### src/rtl/i2c_target_if.sv
// Bus between an I2C target and the logic around it.
//   scl, sda_in : bus clock and read-back SDA pad value
//   sda_oe      : target pulls SDA low when 1 (open drain)
//   rx_data/rx_valid : bytes written by the initiator
//   tx_data/tx_req   : bytes returned on a read, requested one at a time
//   busy        : target addressed, transfer in progress
interface i2c_target_if;
    logic       scl;
    logic       sda_in;
    logic       sda_oe;
    logic [7:0] rx_data;
    logic       rx_valid;
    logic [7:0] tx_data;
    logic       tx_req;
    logic       busy;

    modport slave (
        input  scl, sda_in, tx_data,
        output sda_oe, rx_data, rx_valid, tx_req, busy
    );

    modport master (
        output scl, sda_in, tx_data,
        input  sda_oe, rx_data, rx_valid, tx_req, busy
    );
endinterface

### src/rtl/i2c_target.sv
// I2C target: oversamples SCL/SDA on clk, detects START/STOP, matches a
// 7-bit address, receives write bytes and returns read bytes. SDA is only
// ever pulled low; no clock stretching.
//   clk : system clock, at least 8x the SCL rate
//   rst : asynchronous active-high reset
//   bus : i2c_target_if slave modport (all outputs registered)
module i2c_target #(
    parameter logic [6:0]  ADDR        = 7'h42,
    parameter int unsigned SYNC_STAGES = 2
) (
    input logic          clk,
    input logic          rst,
    i2c_target_if.slave  bus
);

    typedef enum logic [2:0] {
        S_IDLE, S_ADDR, S_ADDR_ACK, S_WRITE, S_WRITE_ACK, S_READ, S_READ_ACK, S_IGNORE
    } state_t;

    state_t state, state_nxt;

    logic [SYNC_STAGES-1:0] scl_q, sda_q;
    logic       scl_d, sda_d;
    logic       scl_s, sda_s;
    logic       scl_rise, scl_fall, start_det, stop_det;

    logic [2:0] cnt, cnt_nxt;
    logic [7:0] shift, shift_nxt;
    logic       rw, rw_nxt;
    logic       sda_oe, sda_oe_nxt;
    logic [7:0] rx_data, rx_data_nxt;
    logic       rx_valid, rx_valid_nxt;
    logic       tx_req, tx_req_nxt;
    logic       busy, busy_nxt;

    // Synchronisers plus one delay stage for edge detection; reset to the idle-high bus level
    always_ff @(posedge clk or posedge rst) begin
        if (rst) begin
            scl_q <= '1;
            sda_q <= '1;
            scl_d <= 1'b1;
            sda_d <= 1'b1;
        end else begin
            scl_q <= {scl_q[SYNC_STAGES-2:0], bus.scl};
            sda_q <= {sda_q[SYNC_STAGES-2:0], bus.sda_in};
            scl_d <= scl_q[SYNC_STAGES-1];
            sda_d <= sda_q[SYNC_STAGES-1];
        end
    end

    assign scl_s     = scl_q[SYNC_STAGES-1];
    assign sda_s     = sda_q[SYNC_STAGES-1];
    assign scl_rise  = scl_s & ~scl_d;
    assign scl_fall  = ~scl_s & scl_d;
    assign start_det = scl_s & scl_d & sda_d & ~sda_s;
    assign stop_det  = scl_s & scl_d & ~sda_d & sda_s;

    // State and output registers
    always_ff @(posedge clk or posedge rst) begin
        if (rst) begin
            state    <= S_IDLE;
            cnt      <= '0;
            shift    <= '0;
            rw       <= 1'b0;
            sda_oe   <= 1'b0;
            rx_data  <= '0;
            rx_valid <= 1'b0;
            tx_req   <= 1'b0;
            busy     <= 1'b0;
        end else begin
            state    <= state_nxt;
            cnt      <= cnt_nxt;
            shift    <= shift_nxt;
            rw       <= rw_nxt;
            sda_oe   <= sda_oe_nxt;
            rx_data  <= rx_data_nxt;
            rx_valid <= rx_valid_nxt;
            tx_req   <= tx_req_nxt;
            busy     <= busy_nxt;
        end
    end

    // Next-state and output logic; START/STOP override any edge handling
    always_comb begin
        state_nxt    = state;
        cnt_nxt      = cnt;
        shift_nxt    = shift;
        rw_nxt       = rw;
        sda_oe_nxt   = sda_oe;
        rx_data_nxt  = rx_data;
        rx_valid_nxt = 1'b0;
        tx_req_nxt   = 1'b0;
        busy_nxt     = busy;

        if (start_det) begin
            state_nxt  = S_ADDR;
            cnt_nxt    = 3'd0;
            sda_oe_nxt = 1'b0;
        end else if (stop_det) begin
            state_nxt  = S_IDLE;
            sda_oe_nxt = 1'b0;
            busy_nxt   = 1'b0;
        end else begin
            unique case (state)
                S_ADDR: begin
                    if (scl_rise) begin
                        shift_nxt = {shift[6:0], sda_s};
                        cnt_nxt   = cnt + 3'd1;
                        if (cnt == 3'd7) begin
                            if (shift[6:0] == ADDR) begin
                                busy_nxt  = 1'b1;
                                rw_nxt    = sda_s;
                                state_nxt = S_ADDR_ACK;
                            end else begin
                                state_nxt = S_IGNORE;
                            end
                        end
                    end
                end
                // First falling edge starts the ACK; sda_oe=1 marks that the
                // ACK bit is in progress so the second falling edge ends it.
                S_ADDR_ACK, S_WRITE_ACK: begin
                    if (scl_rise) begin
                        if (state == S_ADDR_ACK && rw && sda_oe)
                            tx_req_nxt = 1'b1;
                    end else if (scl_fall) begin
                        if (!sda_oe) begin
                            sda_oe_nxt = 1'b1;
                        end else if (state == S_ADDR_ACK && rw) begin
                            shift_nxt  = bus.tx_data;
                            sda_oe_nxt = ~bus.tx_data[7];
                            cnt_nxt    = 3'd0;
                            state_nxt  = S_READ;
                        end else begin
                            sda_oe_nxt = 1'b0;
                            state_nxt  = S_WRITE;
                        end
                    end
                end
                S_WRITE: begin
                    if (scl_rise) begin
                        shift_nxt = {shift[6:0], sda_s};
                        cnt_nxt   = cnt + 3'd1;
                        if (cnt == 3'd7) begin
                            rx_data_nxt  = {shift[6:0], sda_s};
                            rx_valid_nxt = 1'b1;
                            state_nxt    = S_WRITE_ACK;
                        end
                    end
                end
                // Bit 7 is already on the bus; count falling edges for bits 6..0, then release
                S_READ: begin
                    if (scl_fall) begin
                        if (cnt == 3'd7) begin
                            sda_oe_nxt = 1'b0;
                            cnt_nxt    = 3'd0;
                            state_nxt  = S_READ_ACK;
                        end else begin
                            cnt_nxt    = cnt + 3'd1;
                            shift_nxt  = {shift[6:0], 1'b0};
                            sda_oe_nxt = ~shift[6];
                        end
                    end
                end
                // Entered on a falling edge, so any falling edge seen here follows an ACK
                S_READ_ACK: begin
                    if (scl_rise) begin
                        if (!sda_s) begin
                            tx_req_nxt = 1'b1;
                        end else begin
                            sda_oe_nxt = 1'b0;
                            state_nxt  = S_IGNORE;
                        end
                    end else if (scl_fall) begin
                        shift_nxt  = bus.tx_data;
                        sda_oe_nxt = ~bus.tx_data[7];
                        cnt_nxt    = 3'd0;
                        state_nxt  = S_READ;
                    end
                end
                S_IGNORE: begin
                    sda_oe_nxt = 1'b0;
                end
                default: begin
                end
            endcase
        end
    end

    assign bus.sda_oe   = sda_oe;
    assign bus.rx_data  = rx_data;
    assign bus.rx_valid = rx_valid;
    assign bus.tx_req   = tx_req;
    assign bus.busy     = busy;

endmodule
### src/flat_wrapper.sv
// flat-port wrapper written by rule: the top's interface ports become plain ports
module i2c_target_flat 
#(
    parameter logic [6:0]  ADDR        = 7'h42,
    parameter int unsigned SYNC_STAGES = 2
)
  (clk, rst, bus_scl, bus_sda_in, bus_tx_data, bus_sda_oe, bus_rx_data, bus_rx_valid, bus_tx_req, bus_busy);
  i2c_target_if bus_i ();
  input logic clk;
  input logic rst;
  input wire logic [$bits(bus_i.scl)-1:0] bus_scl;
  input wire logic [$bits(bus_i.sda_in)-1:0] bus_sda_in;
  input wire logic [$bits(bus_i.tx_data)-1:0] bus_tx_data;
  output wire logic [$bits(bus_i.sda_oe)-1:0] bus_sda_oe;
  output wire logic [$bits(bus_i.rx_data)-1:0] bus_rx_data;
  output wire logic [$bits(bus_i.rx_valid)-1:0] bus_rx_valid;
  output wire logic [$bits(bus_i.tx_req)-1:0] bus_tx_req;
  output wire logic [$bits(bus_i.busy)-1:0] bus_busy;
  assign bus_i.scl = bus_scl;
  assign bus_i.sda_in = bus_sda_in;
  assign bus_i.tx_data = bus_tx_data;
  assign bus_sda_oe = bus_i.sda_oe;
  assign bus_rx_data = bus_i.rx_data;
  assign bus_rx_valid = bus_i.rx_valid;
  assign bus_tx_req = bus_i.tx_req;
  assign bus_busy = bus_i.busy;
  i2c_target #(.ADDR(ADDR), .SYNC_STAGES(SYNC_STAGES)) u_core (.clk(clk), .rst(rst), .bus(bus_i));
endmodule
### config.mk
export PLATFORM = sky130hd
export DESIGN_NAME = i2c_target_flat
export DESIGN_NICKNAME = d
export VERILOG_FILES = /design/src/rtl/i2c_target_if.sv /design/src/rtl/i2c_target.sv /design/src/flat_wrapper.sv
export SDC_FILE = /design/constraint.sdc
export NUM_CORES = 1
export LEC_CHECK = 0
export ABC_AREA = 1
export BUFFER_PORTS_ARGS = -buffer_cell sky130_fd_sc_hd__buf_2
export CORE_MARGIN = 3
export CORE_UTILIZATION = 30
export CTS_BUF_LIST = sky130_fd_sc_hd__clkbuf_8
export CTS_CLUSTER_DIAMETER = 50
export CTS_CLUSTER_SIZE = 28
export DETAILED_ROUTE_END_ITERATION = 10
export SETUP_SLACK_MARGIN = 0.2
export SYNTH_ARGS = -nofsm -noshare
export SYNTH_HDL_FRONTEND = slang
export SYNTH_SLANG_ARGS = --single-unit
### constraint.sdc
create_clock -name clk -period 1.7 [get_ports clk]
set_clock_uncertainty 0.15 [all_clocks]
set_input_delay 0.255 -clock clk [delete_from_list [all_inputs] [get_ports clk]]
set_output_delay 0.255 -clock clk [all_outputs]
set_load 0.05 [all_outputs]
==> summary.txt <==
Outcome
  – Result of the run: finished, final reports clean

Critical path
  – CP Launch Type: flop
  – FF-to-FF End: u_core.cnt[2]
  – Kind of critical path: reg2reg
  – CP bufs+invs: 0
  – Count of cell instances traversed by the critical path: 9
  – Most frequent CP cell: nand2_1
  – Data arrival time of the critical path: between 1.5 and 2 ns
  – R2r startpoint: u_core.scl_d
  – Standard cell with the maximum stage delay on the critical path: dfstp_2
  – Cell class contributing the biggest share of worst-path delay: simple AND/OR/NAND/NOR gates
  – Required time at the endpoint of the critical path: 1.73 ns
  – Chain of cells forming the critical path: nand2_4 -> nor2_4 -> nor2_2 -> nand2_1 -> nand2_2 -> nor2_4 -> nand2_2 -> nand2_1 -> nand2_1
  – Worst reg2reg setup slack: 0.03 ns
  – Number of cells on the worst reg-to-reg path: 9
  – Critical Path End Type: flop
  – Worst Path Max Fanout: 4
  – Slowest stage delay, CP: approximately 0.58 ns

Power
  – Proportion of total power due to net switching: 47.0%
  – Leakage: roughly 1.3 nW
  – Total power per unit cell area: 1700 nW/um^2
  – Peak VDD IR: 0.773 mV
  – Reg power frac: 24.5%
  – Logic pwr share: 61.8%
  – Internal power consumption: 2.42 mW
  – Reported net switching power: 2.15 mW
  – Fraction of power consumed by the clock network: between 10% and 20%

Die
  – Width of the die: 85.2 um
  – Chip height: 85.2 um
  – Initial standard-cell utilization of the core: 31.4%
  – Standard cell core area: 5990 um^2
  – Num ports: 24
  – Row Count: 28
  – Die area: 7260 um^2

Final layout
  – Layout overhead on the synthesized area: 43.4%
  – Net count of the finished layout: 313
  – Number of fill cells in the layout: 580
  – ANT cells: 0
  – Proportion of layout cells with a drive suffix above 1: around 52%
  – Most frequent cells in the layout: nand2_1, buf_4, buf_2, dfrtp_1, nand2_2
  – Commonest non-fill, non-tap cell in the layout: nand2_1
  – Layout Cell Area excl Fill: 2700 um^2

Synth
  – Fraction of the mapped netlist area in simple logic gates: 35.3%
  – Synthesized netlist net count: between 200 and 250
  – Fraction of synthesized area in multiplexers: 0%
  – Yosys warning count: 0
  – Area of the mapped netlist: 1880 um^2
  – Share of synthesized area occupied by flip-flops and latches: 43.0%
  – XOR/XNOR share of the synthesized area: 0%
  – Combinational family with the most area after synthesis: simple AND/OR/NAND/NOR gates
  – Asr flop ratio synth: 100%
  – Netlist cell types: 31
  – Synthesized-area fraction occupied by ao, oa, aoi and oai cells: 10.8%
  – EDFF count, synth: 0
  – Predominant post-synthesis flop cell: dfrtp_1
  – Register bit total from synthesis: 32
  – Mean instance size in the synthesized netlist: 8.04 um^2
  – Synth Area in Adders: 1.33%
  – Gate count of the mapped netlist: around 230

STA
  – Relative slew slack: roughly 72%
  – Max Freq: around 0.60 GHz
  – Setup TNS after final layout: 0 ns
  – Final period util: 98.2%
  – Final count of hold timing violations: 0
  – Final count of pins violating max slew: 0
  – Minimum clock period: 1.67 ns
  – Final count of negative-setup-slack endpoints: 0
  – Tightest Pin Transition: between 0.4 and 0.5 ns
  – Setup repair after global routing missed its margin: true

Drt
  – TritonRoute pass-1 iters: 6
  – Remaining routing DRC violations: 0
  – Mean routed wirelength per cell: 13.0 um
  – Count of vias placed by the detailed router: 1,735
  – Number of antenna-violating nets in the routed design: 0
  – Total wire length after detailed routing: 4860 um
  – Count of routing violations after the opening detailed-route iteration: 76
  – Vias per std cell: 4.63

Placed design
  – Final HPWL DP: around 3200 um
  – Dpl cell area: 2250 um^2
  – Number of input and output port buffers inserted: 23
  – Routability cong.: 0.847

Global routing
  – Global-route wire length before repair: 8360 um
  – Pin count of the biggest net entering global routing: 33
  – Remaining Overflow, GRT: 0
  – Vias in the first global route: 1,817
  – Number of antenna violations at the first check in global routing: 0
  – Total Routing Usage GR: 14.2%

Clocking
  – TritonCTS clock tree: built
  – Clk buf depth: 2
  – Clock-pin transition on the worst setup and hold timing paths: ~0.07 ns
  – Clock root buffer: clkbuf_8
  – Total number of H-tree levels: 2
  – Clk_lat worst skew: between 0.2 and 0.3 ns
  – Count of clock tree sinks: 32
  – Number of clock buffers inserted by TritonCTS: 5

Worst hold path
  – WHS Endpoint: u_core.shift[0]
  – Hold Path Class: in2reg
  – Worst Hold Path Cells: 3
  – Worst Min Path Start: bus_tx_data[0]

Job
  – Max-Cap Viols: 0
-- routing by layer --
layer	vias up	global-route usage, %	share of wire (%)
met1	815	18.0	45
met4	0	6.47	2.2
met5	-	0	0
met3	12	3.20	3.1
li1	873	-	-
met2	35	23.0	50
-- Yosys cell counts (all sizes together) (2+ instances only) --
cell   number  area, um^2
ha          2        25.0
nand3      22         128
o21ai      28         174
nor3        4        25.0
dfrtp      26         651
dfstp       6         158
a21oi       2        13.8
nand2      76         342
inv        29         114
buf         6        63.8
nor2       28         158
-- registers in the layout, summed over array words and instances, names as in the netlist, 2 cells and up --
signal and count:
u_core.bus.rx_data 8, u_core.cnt 3, u_core.scl_q 2, u_core.sda_q 2, u_core.shift 7, u_core.state 3
-- tightest hold or removal path: stages --
cell,delay [ns]
buf_2,0.08
a22oi_1,0.07
o21ai_2,0.13
-- kinds of logic after synthesis --
kind of cell / after synthesis
adder cells (fa/ha/maj): 2
buffers and inverters: 36
AND/OR/NAND/NOR: 132
flip-flops: 32
AO/OA/AOI/OAI: 32
-- power by group through the flow --
stage	Sequential, mW	Clock [mW]	Combinational, mW
3_5_place_dp	1.11	0	2.36
6_report	1.12	0.628	2.83
4_1_cts	1.11	0.645	2.67
3_3_place_gp	1.10	0	2.34
5_1_grt	1.15	0.678	3.16
2_1_floorplan	1.09	0	1.82
-- metrics by stage --
stage               util (%)  power (mW)  setup slack (ns)  hold slack, ns  instances
global route            45.0        4.98            -0.120           0.147        375
global placement        37.5        3.44            0.0139           0.196        349
detailed placement      37.5        3.47           -0.0316           0.198        349
floorplan                  -        2.91             0.115           0.109        234
CTS                     43.1        4.43            0.0432           0.131        370
finish                  45.0        4.57            0.0298           0.133        375
-- worst max path at each step --
stage	slack, ns	start	end
finish	0.03	u_core.scl_d	u_core.cnt[2]
global route	-0.12	u_core.sda_q[1]	u_core.state[2]
CTS	0.04	u_core.state[1]	u_core.cnt[1]
detailed placement	-0.03	u_core.scl_q[1]	u_core.cnt[1]
global placement	0.01	u_core.scl_q[1]	u_core.cnt[2]
floorplan	0.11	u_core.sda_q[1]	u_core.shift[3]
-- what timing repair did --
action,CTS,global route
hold endpoints to repair,28,0
pin swaps,11,15
setup endpoints to repair,24,25
hold buffers,3,0
setup buffers,9,5
gates resized for setup,38,21
gates cloned,1,0
-- area by class of cell --
cell class,instances,area (um^2),share of cell area (%)
flip-flops and latches,32,812,30.1
inverters,30,130,4.82
clock inverters,2,11.3,0.417
clock buffers,6,82.6,3.06
repair buffers,63,455,16.9
multi-input cells,167,1110,41.2
well taps,75,93.8,3.48
Power figures use the tool's default switching activity.
